$ cat src/rtl/mc_ctrl_pkg.sv
// Shared encodings for the multi-cycle MIPS control unit: FSM states,
// datapath select codes, opcode/funct values and the decoder's class bundle.
package mc_ctrl_pkg;

    typedef enum logic [2:0] {
        ST_IF   = 3'd0,
        ST_ID   = 3'd1,
        ST_EXE  = 3'd2,
        ST_MEM  = 3'd3,
        ST_WB   = 3'd4,
        ST_HALT = 3'd5
    } state_e;

    localparam logic [3:0] ALU_NOP  = 4'd0;
    localparam logic [3:0] ALU_ADD  = 4'd1;
    localparam logic [3:0] ALU_SUB  = 4'd2;
    localparam logic [3:0] ALU_AND  = 4'd3;
    localparam logic [3:0] ALU_OR   = 4'd4;
    localparam logic [3:0] ALU_SLT  = 4'd5;
    localparam logic [3:0] ALU_SLTU = 4'd6;
    localparam logic [3:0] ALU_SLL  = 4'd8;
    localparam logic [3:0] ALU_SRL  = 4'd9;
    localparam logic [3:0] ALU_SRA  = 4'd10;
    localparam logic [3:0] ALU_LUI  = 4'd11;

    localparam logic [1:0] NPC_PLUS4  = 2'd0;
    localparam logic [1:0] NPC_BRANCH = 2'd1;
    localparam logic [1:0] NPC_JUMP   = 2'd2;
    localparam logic [1:0] NPC_JR     = 2'd3;

    localparam logic [1:0] AREG_RS    = 2'd0;
    localparam logic [1:0] AREG_SHAMT = 2'd1;

    localparam logic [1:0] GPR_RD  = 2'd0;
    localparam logic [1:0] GPR_RT  = 2'd1;
    localparam logic [1:0] GPR_R31 = 2'd2;

    localparam logic [1:0] WD_ALU = 2'd0;
    localparam logic [1:0] WD_MEM = 2'd1;
    localparam logic [1:0] WD_PC  = 2'd2;

    localparam logic [5:0] OP_RTYPE = 6'h00;
    localparam logic [5:0] OP_J     = 6'h02;
    localparam logic [5:0] OP_JAL   = 6'h03;
    localparam logic [5:0] OP_BEQ   = 6'h04;
    localparam logic [5:0] OP_BNE   = 6'h05;
    localparam logic [5:0] OP_ADDI  = 6'h08;
    localparam logic [5:0] OP_SLTI  = 6'h0A;
    localparam logic [5:0] OP_SLTIU = 6'h0B;
    localparam logic [5:0] OP_ORI   = 6'h0D;
    localparam logic [5:0] OP_LUI   = 6'h0F;
    localparam logic [5:0] OP_LW    = 6'h23;
    localparam logic [5:0] OP_SW    = 6'h2B;

    localparam logic [5:0] F_SLL  = 6'h00;
    localparam logic [5:0] F_SRL  = 6'h02;
    localparam logic [5:0] F_SRA  = 6'h03;
    localparam logic [5:0] F_JR   = 6'h08;
    localparam logic [5:0] F_JALR = 6'h09;
    localparam logic [5:0] F_ADD  = 6'h20;
    localparam logic [5:0] F_ADDU = 6'h21;
    localparam logic [5:0] F_SUB  = 6'h22;
    localparam logic [5:0] F_SUBU = 6'h23;
    localparam logic [5:0] F_AND  = 6'h24;
    localparam logic [5:0] F_OR   = 6'h25;
    localparam logic [5:0] F_SLT  = 6'h2A;
    localparam logic [5:0] F_SLTU = 6'h2B;

    // Instruction classes that change the FSM path; at most one is set.
    typedef struct packed {
        logic lw;
        logic sw;
        logic beq;
        logic bne;
        logic j;
        logic jal;
        logic jr;
        logic jalr;
    } instClass_t;

    typedef struct packed {
        logic       memRead;
        logic       memWrite;
        logic       irWrite;
        logic       pcWrite;
        logic       regWrite;
        logic       extOp;
        logic       aluSrc;
        logic [3:0] aluOp;
        logic [1:0] npcOp;
        logic [1:0] aRegSel;
        logic [1:0] gprSel;
        logic [1:0] wdSel;
    } ctrl_t;

endpackage

$ cat src/rtl/mc_ctrl_dec.sv
// Purely combinational Op/Funct decode: instruction class one-hots plus the
// static datapath selects that the FSM exposes in EXE, MEM and WB.
module mc_ctrl_dec
    import mc_ctrl_pkg::*;
(
    input  logic [5:0]  op_i,
    input  logic [5:0]  funct_i,
    output instClass_t  cls_o,
    output logic        extOp_o,
    output logic        aluSrc_o,
    output logic [3:0]  aluOp_o,
    output logic [1:0]  aRegSel_o,
    output logic [1:0]  gprSel_o,
    output logic [1:0]  wdSel_o,
    output logic        regWrite_o,
    output logic        illegal_o
);

    always_comb begin
        cls_o      = '0;
        extOp_o    = 1'b0;
        aluSrc_o   = 1'b0;
        aluOp_o    = ALU_NOP;
        aRegSel_o  = AREG_RS;
        gprSel_o   = GPR_RD;
        wdSel_o    = WD_ALU;
        regWrite_o = 1'b0;
        illegal_o  = 1'b0;

        case (op_i)
            OP_RTYPE: begin
                regWrite_o = 1'b1;
                case (funct_i)
                    F_ADD, F_ADDU: aluOp_o = ALU_ADD;
                    F_SUB, F_SUBU: aluOp_o = ALU_SUB;
                    F_AND:         aluOp_o = ALU_AND;
                    F_OR:          aluOp_o = ALU_OR;
                    F_SLT:         aluOp_o = ALU_SLT;
                    F_SLTU:        aluOp_o = ALU_SLTU;
                    F_SLL: begin
                        aluOp_o   = ALU_SLL;
                        aRegSel_o = AREG_SHAMT;
                    end
                    F_SRL: begin
                        aluOp_o   = ALU_SRL;
                        aRegSel_o = AREG_SHAMT;
                    end
                    F_SRA: begin
                        aluOp_o   = ALU_SRA;
                        aRegSel_o = AREG_SHAMT;
                    end
                    F_JR: begin
                        cls_o.jr   = 1'b1;
                        regWrite_o = 1'b0;
                    end
                    F_JALR: begin
                        cls_o.jalr = 1'b1;
                        gprSel_o   = GPR_R31;
                        wdSel_o    = WD_PC;
                    end
                    default: begin
                        regWrite_o = 1'b0;
                        illegal_o  = 1'b1;
                    end
                endcase
            end
            OP_J:   cls_o.j = 1'b1;
            OP_JAL: begin
                cls_o.jal  = 1'b1;
                regWrite_o = 1'b1;
                gprSel_o   = GPR_R31;
                wdSel_o    = WD_PC;
            end
            OP_BEQ: begin
                cls_o.beq = 1'b1;
                aluOp_o   = ALU_SUB;
            end
            OP_BNE: begin
                cls_o.bne = 1'b1;
                aluOp_o   = ALU_SUB;
            end
            OP_ADDI, OP_SLTI, OP_SLTIU, OP_ORI, OP_LUI: begin
                regWrite_o = 1'b1;
                gprSel_o   = GPR_RT;
                aluSrc_o   = 1'b1;
                // ori and lui take a zero-extended immediate.
                extOp_o    = (op_i != OP_ORI) && (op_i != OP_LUI);
                case (op_i)
                    OP_ADDI:  aluOp_o = ALU_ADD;
                    OP_SLTI:  aluOp_o = ALU_SLT;
                    OP_SLTIU: aluOp_o = ALU_SLTU;
                    OP_ORI:   aluOp_o = ALU_OR;
                    default:  aluOp_o = ALU_LUI;
                endcase
            end
            OP_LW: begin
                cls_o.lw   = 1'b1;
                regWrite_o = 1'b1;
                gprSel_o   = GPR_RT;
                wdSel_o    = WD_MEM;
                aluOp_o    = ALU_ADD;
                aluSrc_o   = 1'b1;
                extOp_o    = 1'b1;
            end
            OP_SW: begin
                cls_o.sw = 1'b1;
                aluOp_o  = ALU_ADD;
                aluSrc_o = 1'b1;
                extOp_o  = 1'b1;
            end
            default: illegal_o = 1'b1;
        endcase
    end

endmodule

$ cat src/rtl/mc_ctrl.sv
// Multi-cycle MIPS control FSM (IF/ID/EXE/MEM/WB) with a mem_ready handshake,
// a per-visit wait watchdog that halts the machine, and a sticky error flag.
module mc_ctrl
    import mc_ctrl_pkg::*;
#(
    parameter int ALUOP_W  = 4,
    parameter int MAX_WAIT = 15,
    parameter int WAIT_EN  = 1
) (
    input  logic               clk,
    input  logic               rst,
    input  logic [5:0]         Op,
    input  logic [5:0]         Funct,
    input  logic               Zero,
    input  logic               mem_ready,
    output logic               MemRead,
    output logic               MemWrite,
    output logic               IRWrite,
    output logic               PCWrite,
    output logic               RegWrite,
    output logic               EXTOp,
    output logic               ALUSrc,
    output logic [ALUOP_W-1:0] ALUOp,
    output logic [1:0]         NPCOp,
    output logic [1:0]         ARegSel,
    output logic [1:0]         GPRSel,
    output logic [1:0]         WDSel,
    output logic [2:0]         state_o,
    output logic               err
);

    localparam int CNT_W = $clog2(MAX_WAIT + 1);

    state_e            state_q, state_d;
    logic              err_q, err_d;
    logic [CNT_W-1:0]  waitCnt_q, waitCnt_d;

    instClass_t        cls;
    logic              decExtOp, decAluSrc, decRegWrite, decIllegal;
    logic [3:0]        decAluOp;
    logic [1:0]        decARegSel, decGprSel, decWdSel;
    logic              memReady, waitExpired;
    ctrl_t             ctrl;

    mc_ctrl_dec u_dec (
        .op_i       (Op),
        .funct_i    (Funct),
        .cls_o      (cls),
        .extOp_o    (decExtOp),
        .aluSrc_o   (decAluSrc),
        .aluOp_o    (decAluOp),
        .aRegSel_o  (decARegSel),
        .gprSel_o   (decGprSel),
        .wdSel_o    (decWdSel),
        .regWrite_o (decRegWrite),
        .illegal_o  (decIllegal)
    );

    assign memReady    = (WAIT_EN != 0) ? mem_ready : 1'b1;
    // This stall cycle would be the MAX_WAIT-th of the current IF/MEM visit.
    assign waitExpired = (waitCnt_q >= CNT_W'(MAX_WAIT - 1));

    always_ff @(posedge clk) begin
        if (rst) begin
            state_q   <= ST_IF;
            err_q     <= 1'b0;
            waitCnt_q <= '0;
        end else begin
            state_q   <= state_d;
            err_q     <= err_d;
            waitCnt_q <= waitCnt_d;
        end
    end

    always_comb begin
        state_d   = state_q;
        err_d     = err_q;
        waitCnt_d = waitCnt_q;
        ctrl      = '0;

        if (state_q == ST_EXE || state_q == ST_MEM || state_q == ST_WB) begin
            ctrl.extOp   = decExtOp;
            ctrl.aluSrc  = decAluSrc;
            ctrl.aluOp   = decAluOp;
            ctrl.aRegSel = decARegSel;
            ctrl.gprSel  = decGprSel;
            ctrl.wdSel   = decWdSel;
        end

        case (state_q)
            ST_IF: begin
                ctrl.memRead = 1'b1;
                if (memReady) begin
                    ctrl.irWrite = 1'b1;
                    state_d      = ST_ID;
                end else if (waitExpired) begin
                    err_d     = 1'b1;
                    waitCnt_d = CNT_W'(MAX_WAIT);
                    state_d   = ST_HALT;
                end else begin
                    waitCnt_d = waitCnt_q + 1'b1;
                end
            end
            ST_ID: begin
                if (cls.j || cls.jal || cls.jr || cls.jalr) begin
                    ctrl.pcWrite = 1'b1;
                    ctrl.npcOp   = (cls.jr || cls.jalr) ? NPC_JR : NPC_JUMP;
                    if (cls.jal || cls.jalr) begin
                        ctrl.regWrite = 1'b1;
                        ctrl.gprSel   = GPR_R31;
                        ctrl.wdSel    = WD_PC;
                    end
                    state_d = ST_IF;
                end else if (decIllegal) begin
                    // Retire the bad word as a NOP so the program keeps running.
                    err_d        = 1'b1;
                    ctrl.pcWrite = 1'b1;
                    ctrl.npcOp   = NPC_PLUS4;
                    state_d      = ST_IF;
                end else begin
                    state_d = ST_EXE;
                end
            end
            ST_EXE: begin
                if (cls.beq || cls.bne) begin
                    ctrl.pcWrite = 1'b1;
                    ctrl.npcOp   = ((cls.beq && Zero) || (cls.bne && !Zero)) ? NPC_BRANCH : NPC_PLUS4;
                    state_d      = ST_IF;
                end else if (cls.lw || cls.sw) begin
                    state_d = ST_MEM;
                end else begin
                    state_d = ST_WB;
                end
            end
            ST_MEM: begin
                ctrl.memRead  = cls.lw;
                ctrl.memWrite = cls.sw;
                if (memReady) begin
                    if (cls.sw) begin
                        ctrl.pcWrite = 1'b1;
                        ctrl.npcOp   = NPC_PLUS4;
                        state_d      = ST_IF;
                    end else begin
                        state_d = ST_WB;
                    end
                end else if (waitExpired) begin
                    err_d     = 1'b1;
                    waitCnt_d = CNT_W'(MAX_WAIT);
                    state_d   = ST_HALT;
                end else begin
                    waitCnt_d = waitCnt_q + 1'b1;
                end
            end
            ST_WB: begin
                ctrl.regWrite = decRegWrite;
                ctrl.pcWrite  = 1'b1;
                ctrl.npcOp    = NPC_PLUS4;
                state_d       = ST_IF;
            end
            ST_HALT: ;
            default: state_d = ST_IF;
        endcase

        if (state_d != state_q && (state_d == ST_IF || state_d == ST_MEM)) begin
            waitCnt_d = '0;
        end

        // Reset must kill any in-flight write in the very cycle it is raised.
        if (rst) begin
            ctrl = '0;
        end
    end

    assign MemRead  = ctrl.memRead;
    assign MemWrite = ctrl.memWrite;
    assign IRWrite  = ctrl.irWrite;
    assign PCWrite  = ctrl.pcWrite;
    assign RegWrite = ctrl.regWrite;
    assign EXTOp    = ctrl.extOp;
    assign ALUSrc   = ctrl.aluSrc;
    assign ALUOp    = ALUOP_W'(ctrl.aluOp);
    assign NPCOp    = ctrl.npcOp;
    assign ARegSel  = ctrl.aRegSel;
    assign GPRSel   = ctrl.gprSel;
    assign WDSel    = ctrl.wdSel;
    assign state_o  = rst ? 3'd0 : 3'(state_q);
    assign err      = err_q & ~rst;

endmodule

$ cat config.mk
export PLATFORM = sky130hd
export DESIGN_NAME = mc_ctrl
export DESIGN_NICKNAME = d
export VERILOG_FILES = /design/src/rtl/mc_ctrl_pkg.sv /design/src/rtl/mc_ctrl_dec.sv /design/src/rtl/mc_ctrl.sv
export SDC_FILE = /design/constraint.sdc
export NUM_CORES = 1
export LEC_CHECK = 0
export CAP_MARGIN = 20
export CORE_ASPECT_RATIO = 1.4
export CORE_UTILIZATION = 30
export CTS_BUF_LIST = sky130_fd_sc_hd__clkbuf_8
export DETAILED_ROUTE_END_ITERATION = 8
export PLACE_DENSITY_LB_ADDON = 0.12
export SYNTH_ARGS = -nofsm -noshare
export SYNTH_HDL_FRONTEND = slang
export SYNTH_SLANG_ARGS = --single-unit
export TNS_END_PERCENT = 1
$ cat constraint.sdc
create_clock -name clk -period 2 [get_ports clk]
set_input_delay 0.4 -clock clk [delete_from_list [all_inputs] [get_ports clk]]
set_output_delay 0.4 -clock clk [all_outputs]
set_load 0.03 [all_outputs]
==> results of run 1 <==
registers in the layout (all words and copies together) (netlist names):
name	count
waitCnt_q	4
state_q	3
err_q	1
cell families after synthesis:
family          count (synthesis)  share of synthesized area [%]
xor+xnor                        3                          2.033
compound gates                 64                          35.04
fa+ha+maj                       2                          1.936
simple gates                   95                          40.56
flops                           8                          12.39
buf+inv                        19                          6.195
other cells                     1                         0.2901
mux                             2                          1.549
worst paths after layout:
kind                      from            to  slack, ns  cells past startpoint
hold reg to reg          err_q         err_q       0.52                      2
setup / recovery      Funct[5]     GPRSel[1]      -0.28                      7
setup reg to reg  waitCnt_q[0]  waitCnt_q[3]       0.08                      7
hold / removal           err_q         err_q       0.52                      2
cell usage in the layout, fill, tap and decap left out, drive strengths merged, types with 4 or more instances in the layout:
cell,synthesis,layout
nand2,23,23
inv,5,5
nor3b,5,5
buf,6,101
a21oi,17,17
nand2b,5,5
a31oi,4,4
nor2b,10,10
o21ai,10,10
nor3,9,9
dfxtp,8,8
nor2,21,21
area by class of cell:
type / count / area, um^2
fill: 393 / 1647
multi-input combinational: 167 / 1231
clock buffer: 3 / 41.29
inverter: 5 / 18.77
tap: 43 / 53.80
timing repair buffer: 108 / 867.1
sequential: 8 / 161.4
metal layers:
layer,routed length [um],vias up
met5,0,-
met4,16,0
met3,97,2
met2,2945,27
met1,1968,854
li1,-,920
through the flow:
stage	hold slack (ns)	setup slack, ns	instances
3_5_place_dp	0.5081	-0.7187	324
2_1_floorplan	0.4814	-0.2806	194
5_1_grt	0.5652	-0.3264	334
6_report	0.5197	-0.2825	334
4_1_cts	0.5201	-0.2509	333
3_3_place_gp	0.5129	-0.6741	324
power groups by stage:
| stage | clock network (mW) | registers (mW) | logic [mW] |
|---|---|---|---|
| after global routing | 0.199 | 0.193 | 0.438 |
| after floorplan | 0 | 0.193 | 0.184 |
| after CTS | 0.190 | 0.192 | 0.394 |
| final | 0.184 | 0.192 | 0.405 |
| after detailed placement | 0 | 0.194 | 0.364 |
| after global placement | 0 | 0.192 | 0.352 |
what timing repair did:
item / in CTS / in global routing
pin swaps: 18 / 13
buffers inserted: 7 / 1
resized for setup: 87 / 11
endpoints found under the setup margin: 23 / 21
worst min-delay path, cell delays in order (launching register included):
cell,delay (ns)
dfxtp_1,0.31
a21oi_1,0.04
a21oi_1,0.13
==> run metrics, run 1 <==
Initial Util 32.15%; Top cell by count, worst path buf_6; RSZ-0062 raised after global routing yes; Post-synth top cells nand2_1 (22), nor2_1 (21), a21oi_1 (17), nor2b_1 (10), nor3_1 (9); #FFs+latches synth 8; Synth Cell Area 1292 um^2; Worst Path Max Fanout 5; share of the synthesized area in the top cell type 12.39%; Setup CP Type input port to output port; ant diodes 0; max-slew violation count 0; setup_tns -2.077 ns; register area share after synthesis 12.39%; top post-synthesis cells by area dfxtp_1 (12%), a21oi_1 (6.6%), nand2_1 (6.4%); placed cell areas 2103 um^2; P_sw 0.2779 mW; Max-Cap Viols 0; share of cells above drive strength 1 50.86%; critical path arrival 1.88 ns; Die X 57.48 um; Synth cell types 59; critical path startpoint category input port; cell internal pwr 0.5030 mW; met3 Use GR 0.9724%; Die Height 79.66 um; final setup fails 16; Clk pwr share 23.6%; I/O Buffers 37; Num Clock Sinks 8; leading area contributor after synthesis dfxtp_1; FMAX 438.1 MHz; vias in the first global route 1882; IO Pins 39; Post-synth EDFFs 0; final setup margin -0.2825 ns; Area Growth Syn to Fin 83.64%; status complete, but fails checks; Main synth FF type dfxtp_1; die footprint 4578 um^2; Tightest Hold Check Type flip-flop to flip-flop; clock slew at reported path FFs 0.04 ns; Root Buffer clkbuf_8; Combinational Power Share 51.9%; Iteration-0 DRC Markers 115; Cell Pwr Density 329.0 nW/um^2; Antenna Violating Nets Remaining 0; Final period util 114.1%; leakage 1.087 nW; switching share of power 35.59%; clk_skew 0.002064 ns; Synth Net Count 212; Vias 1803; deepest clock path buffer count 2; first-pass GRT wire length 8383 um; Top Usage Layer GRT met2; final net count 311; routability cong. 0.8768; largest net degree at the start of global routing 16; Core Footprint 4020 um^2; failing checks DRC, setup timing; register share of total power 24.6%; Wirelength per Cell 15.05 um; htree depth 1; DRT Pass-1 Iters 6; Worst IR Drop VDD 0.0004154 V; Crit-path slowest cell or4_4; site row count 27; GRT Residual Overflow 0; Inserted Clock Buffers 3; Tmin final 2.283 ns; drt drc 5; Layout Utilization 59.04%; Worst-Skew Late Latency 0.22 ns; Yosys warning total 0; Tot Pwr 0.7809 mW; Critical Path RT 1.60 ns; Bufs and invs on worst path 2; Total Wirelength 5028 um; Syn Area/Cell 6.662 um^2; crit-path max cell delay 0.52 ns; initial antenna violation count 0; CP top delay family simple AND/OR/NAND/NOR gates; crit end category output port; TritonCTS clock tree built; Async S/R FF share, synth 0%; GRT Total Usage 23.09%; Final Hold Fails 0; post-route design area 2374 um^2; GR Util met1 25.10%; GR Util met2 46.63%; hold buffers post-CTS 0; top-count cell post-synth nand2_1; synthesized instance count 194; Vias per Instance 5.398; detailed placement HPWL 4032 um; CP cell instances buf_6 -> nand2b_4 -> or4_4 -> o21ai_4 -> and3_4 -> o21a_1 -> buf_6
Power figures use the tool's default switching activity.
==> run 2, diff against run 1 <==
- ABC_AREA: unset -> 1
- clock period: 2 -> 2.01 ns (I/O delays scaled with it)
==> run 2 against run 1 <==
Compared with the run above: the run now ends clean; utilization is 0.95 points higher; clock power hardly changed; largest cell class unchanged; synthesized cell count is 15% higher; via count is 6.4% lower; first-iteration DRC count is 74% lower; cell count is 5.4% higher; setup slack better by 0.29 ns; register-to-register slack better by 0.32 ns; hold slack worse by 0.042 ns; non-clock buffer count is 20 lower; critical path depth is 3 higher.
==> run metrics, run 2 <==
top-count cell post-synth nand2_1 (unchanged); TritonCTS clock tree built (unchanged); register area share after synthesis 13.54% (was 12.39%); Critical Path RT 1.61 ns (was 1.60 ns); placed cell areas 1876 um^2 (was 2103 um^2); Wirelength per Cell 11.48 um (was 15.05 um); first-pass GRT wire length 6658 um (was 8383 um); Max-Cap Viols 0 (unchanged); Antenna Violating Nets Remaining 0 (unchanged); Post-synth EDFFs 0 (unchanged); most frequent cells in the layout buf_4 (65), nand2_1 (40), inv_1 (33) (was buf_4 (85), nand2_1 (21), nor2_1 (16)); most common cell after layout, fill and taps aside buf_4 (unchanged); Worst IR Drop VDD 0.0003856 V (was 0.0004154 V); Root Buffer clkbuf_8 (unchanged); max reg flops 4 (unchanged); hold depth 2 (unchanged); Total Wirelength 4042 um (was 5028 um); dpl cells 344 (was 324); final setup margin 0.007250 ns (was -0.2825 ns); Async S/R FF share, synth 0% (unchanged); Worst Hold Path EP err_q (unchanged); vias in the first global route 1624 (was 1882); Most flops, register waitCnt_q (unchanged); Tot Pwr 0.7441 mW (was 0.7809 mW); DRT Pass-1 Iters 4 (was 6); biggest regs waitCnt_q x4, state_q x3, err_q x1 (unchanged); hold buffers post-CTS 0 (unchanged); share of cells above drive strength 1 53.87% (was 50.86%); drt drc 0 (was 5); Inserted Clock Buffers 3 (unchanged); Tightest Hold Check Type flip-flop to flip-flop (unchanged); deepest clock path buffer count 2 (unchanged); Post-synth top cells nand2_1 (50), inv_1 (38), nor2_1 (38), nand3_1 (21), a21oi_1 (10) (was nand2_1 (22), nor2_1 (21), a21oi_1 (17), nor2b_1 (10), nor3_1 (9)); htree depth 1 (unchanged); Syn Area/Cell 5.302 um^2 (was 6.662 um^2); Synth Net Count 241 (was 212); Setup CP Type input port to output port (unchanged); Die X 55.06 um (was 57.48 um); clock slew at reported path FFs 0.04 ns (about the same); Vias 1687 (was 1803); pre-CTS setup slack -0.4815 ns (was -0.7187 ns); crit end category output port (unchanged); Cell Pwr Density 334.5 nW/um^2 (was 329.0 nW/um^2); critical path startpoint category input port (unchanged); final setup fails 0 (was 16); routability cong. 0.8688 (was 0.8768); status complete, no violations (was complete, but fails checks); Num Clock Sinks 8 (unchanged); final net count 330 (was 311); Main synth FF type dfxtp_1 (unchanged); Area Growth Syn to Fin 88.15% (was 83.64%); critical path arrival 1.60 ns (was 1.88 ns); share of the synthesized area in the top cell type 15.87% (was 12.39%); Worst R2R Start state_q[1] (was waitCnt_q[0]); top post-synthesis cells by area nand2_1 (16%), dfxtp_1 (14%), inv_1 (12%) (was dfxtp_1 (12%), a21oi_1 (6.6%), nand2_1 (6.4%)); post-route insts no fill 352 (was 334); site row count 26 (was 27); Core Footprint 3709 um^2 (was 4020 um^2); synthesized instance count 223 (was 194); GRT Total Usage 21.20% (was 23.09%); die footprint 4200 um^2 (was 4578 um^2); setup_tns 0 ns (was -2.077 ns); reg2reg path depth 12 (was 7); ant diodes 0 (unchanged); I/O Buffers 37 (unchanged); #FFs+latches synth 8 (unchanged); Reg2Reg Setup Slack 0.40 ns (was 0.08 ns); worst r2r dst waitCnt_q[2] (was waitCnt_q[3]); detailed placement HPWL 3207 um (was 4032 um); Die Height 76.28 um (was 79.66 um); initial antenna violation count 0 (unchanged); FMAX 499.3 MHz; Tmin final 2.003 ns; Worst Path Max Fanout 6 (was 5); Iteration-0 DRC Markers 30 (was 115); Final Hold Fails 0 (unchanged); Final period util 99.64%; Worst-Skew Late Latency 0.22 ns (about the same); GRT Residual Overflow 0 (unchanged); max-slew violation count 0 (unchanged); post-route design area 2225 um^2 (was 2374 um^2); RSZ-0062 raised after global routing yes (unchanged); leading area contributor after synthesis nand2_1 (was dfxtp_1); Synth Cell Area 1182 um^2 (was 1292 um^2); Hold Startpoint err_q (unchanged); Synth cell types 28 (was 59); leakage 1.155 nW (was 1.087 nW); largest net degree at the start of global routing 12 (was 16); Yosys warning total 0 (unchanged); IO Pins 39 (unchanged); Initial Util 31.88% (was 32.15%); clk_skew 0.002026 ns (was 0.002064 ns); Vias per Instance 4.793 (was 5.398)
==> run 2: cell count changes in the layout (fill, tap and decap cells not counted), sizes merged, moves of 4 or more <==
cell / delta
nand2b: -5
nand4: +4
clkbuf: +8
nor2: +22
nor3: -4
a21oi: -7
nand2: +30
inv: +39
nor3b: -5
nor2b: -10
nand3: +24
buf: -25
==> run 2: metrics by stage <==
stage	hold WS (ns)	utilization, %
floorplan	0.4492	-
global placement	0.4595	50.57
detailed placement	0.4675	50.57
CTS	0.4741	55.74
global route	0.5281	59.99
finish	0.4781	59.99
==> run 2: what timing repair did <==
action	4_1_cts	5_1_grt
pin swaps	22	26
gates cloned	1	0
endpoints found under the setup margin	18	18
setup buffers	4	1
hold endpoints to repair	0	0
gates resized for setup	67	80
==> run 2: logic make-up after synthesis <==
family / count (synthesis) / synth area share [%]
and+or+nand+nor: 137 / 54.39
DFF: 8 / 13.54
AOI/OAI and AO/OA: 27 / 13.12
buffers and inverters: 48 / 16.51
adders and majority gates: 2 / 2.116
other: 1 / 0.3172
==> run 2: how the worst max path moves through the flow <==
stage               cells past startpoint  startpoint  slack, ns         to
global placement                        9       Op[2]      -0.46   WDSel[1]
floorplan                               6  state_q[2]      -0.13  GPRSel[1]
finish                                 10       Op[4]      0.007   WDSel[1]
CTS                                     9  state_q[1]      -0.09    PCWrite
global route                           10       Op[4]      -0.09  GPRSel[1]
detailed placement                      9       Op[2]      -0.48   WDSel[1]
==> run 2: metal layers <==
layer	part of all wire (%)	GRT usage, %	up-vias
met5	0	0	-
met4	1.3	7.750	0
met3	3.1	2.196	7
met2	57	40.24	28
met1	39	21.81	760
li1	-	-	892
==> run 2: area by class of cell <==
type / instances / area (um^2)
clock buffers: 3 / 41.29
flip-flops and latches: 8 / 166.4
repair buffers: 88 / 699.4
well taps: 42 / 52.55
fillers: 384 / 1484
multi-input cells: 167 / 1097
inverters: 44 / 167.7
==> run 2: worst max-delay path, stage by stage <==
cell     delay (ns)
buf_8          0.10
nor2_4         0.12
buf_6          0.14
nand2_4        0.05
nor2_4         0.20
a31oi_4        0.13
nor2_1         0.12
nand2_1        0.09
o21ai_1        0.09
buf_4          0.17
==> run 2: power breakdown <==
group / switching, mW / total (mW) / internal, mW
combinational: 0.212 / 0.369 / 0.157
clock: 0.0556 / 0.185 / 0.129
sequential: 0.0164 / 0.190 / 0.174
total: 0.284 / 0.744 / 0.460
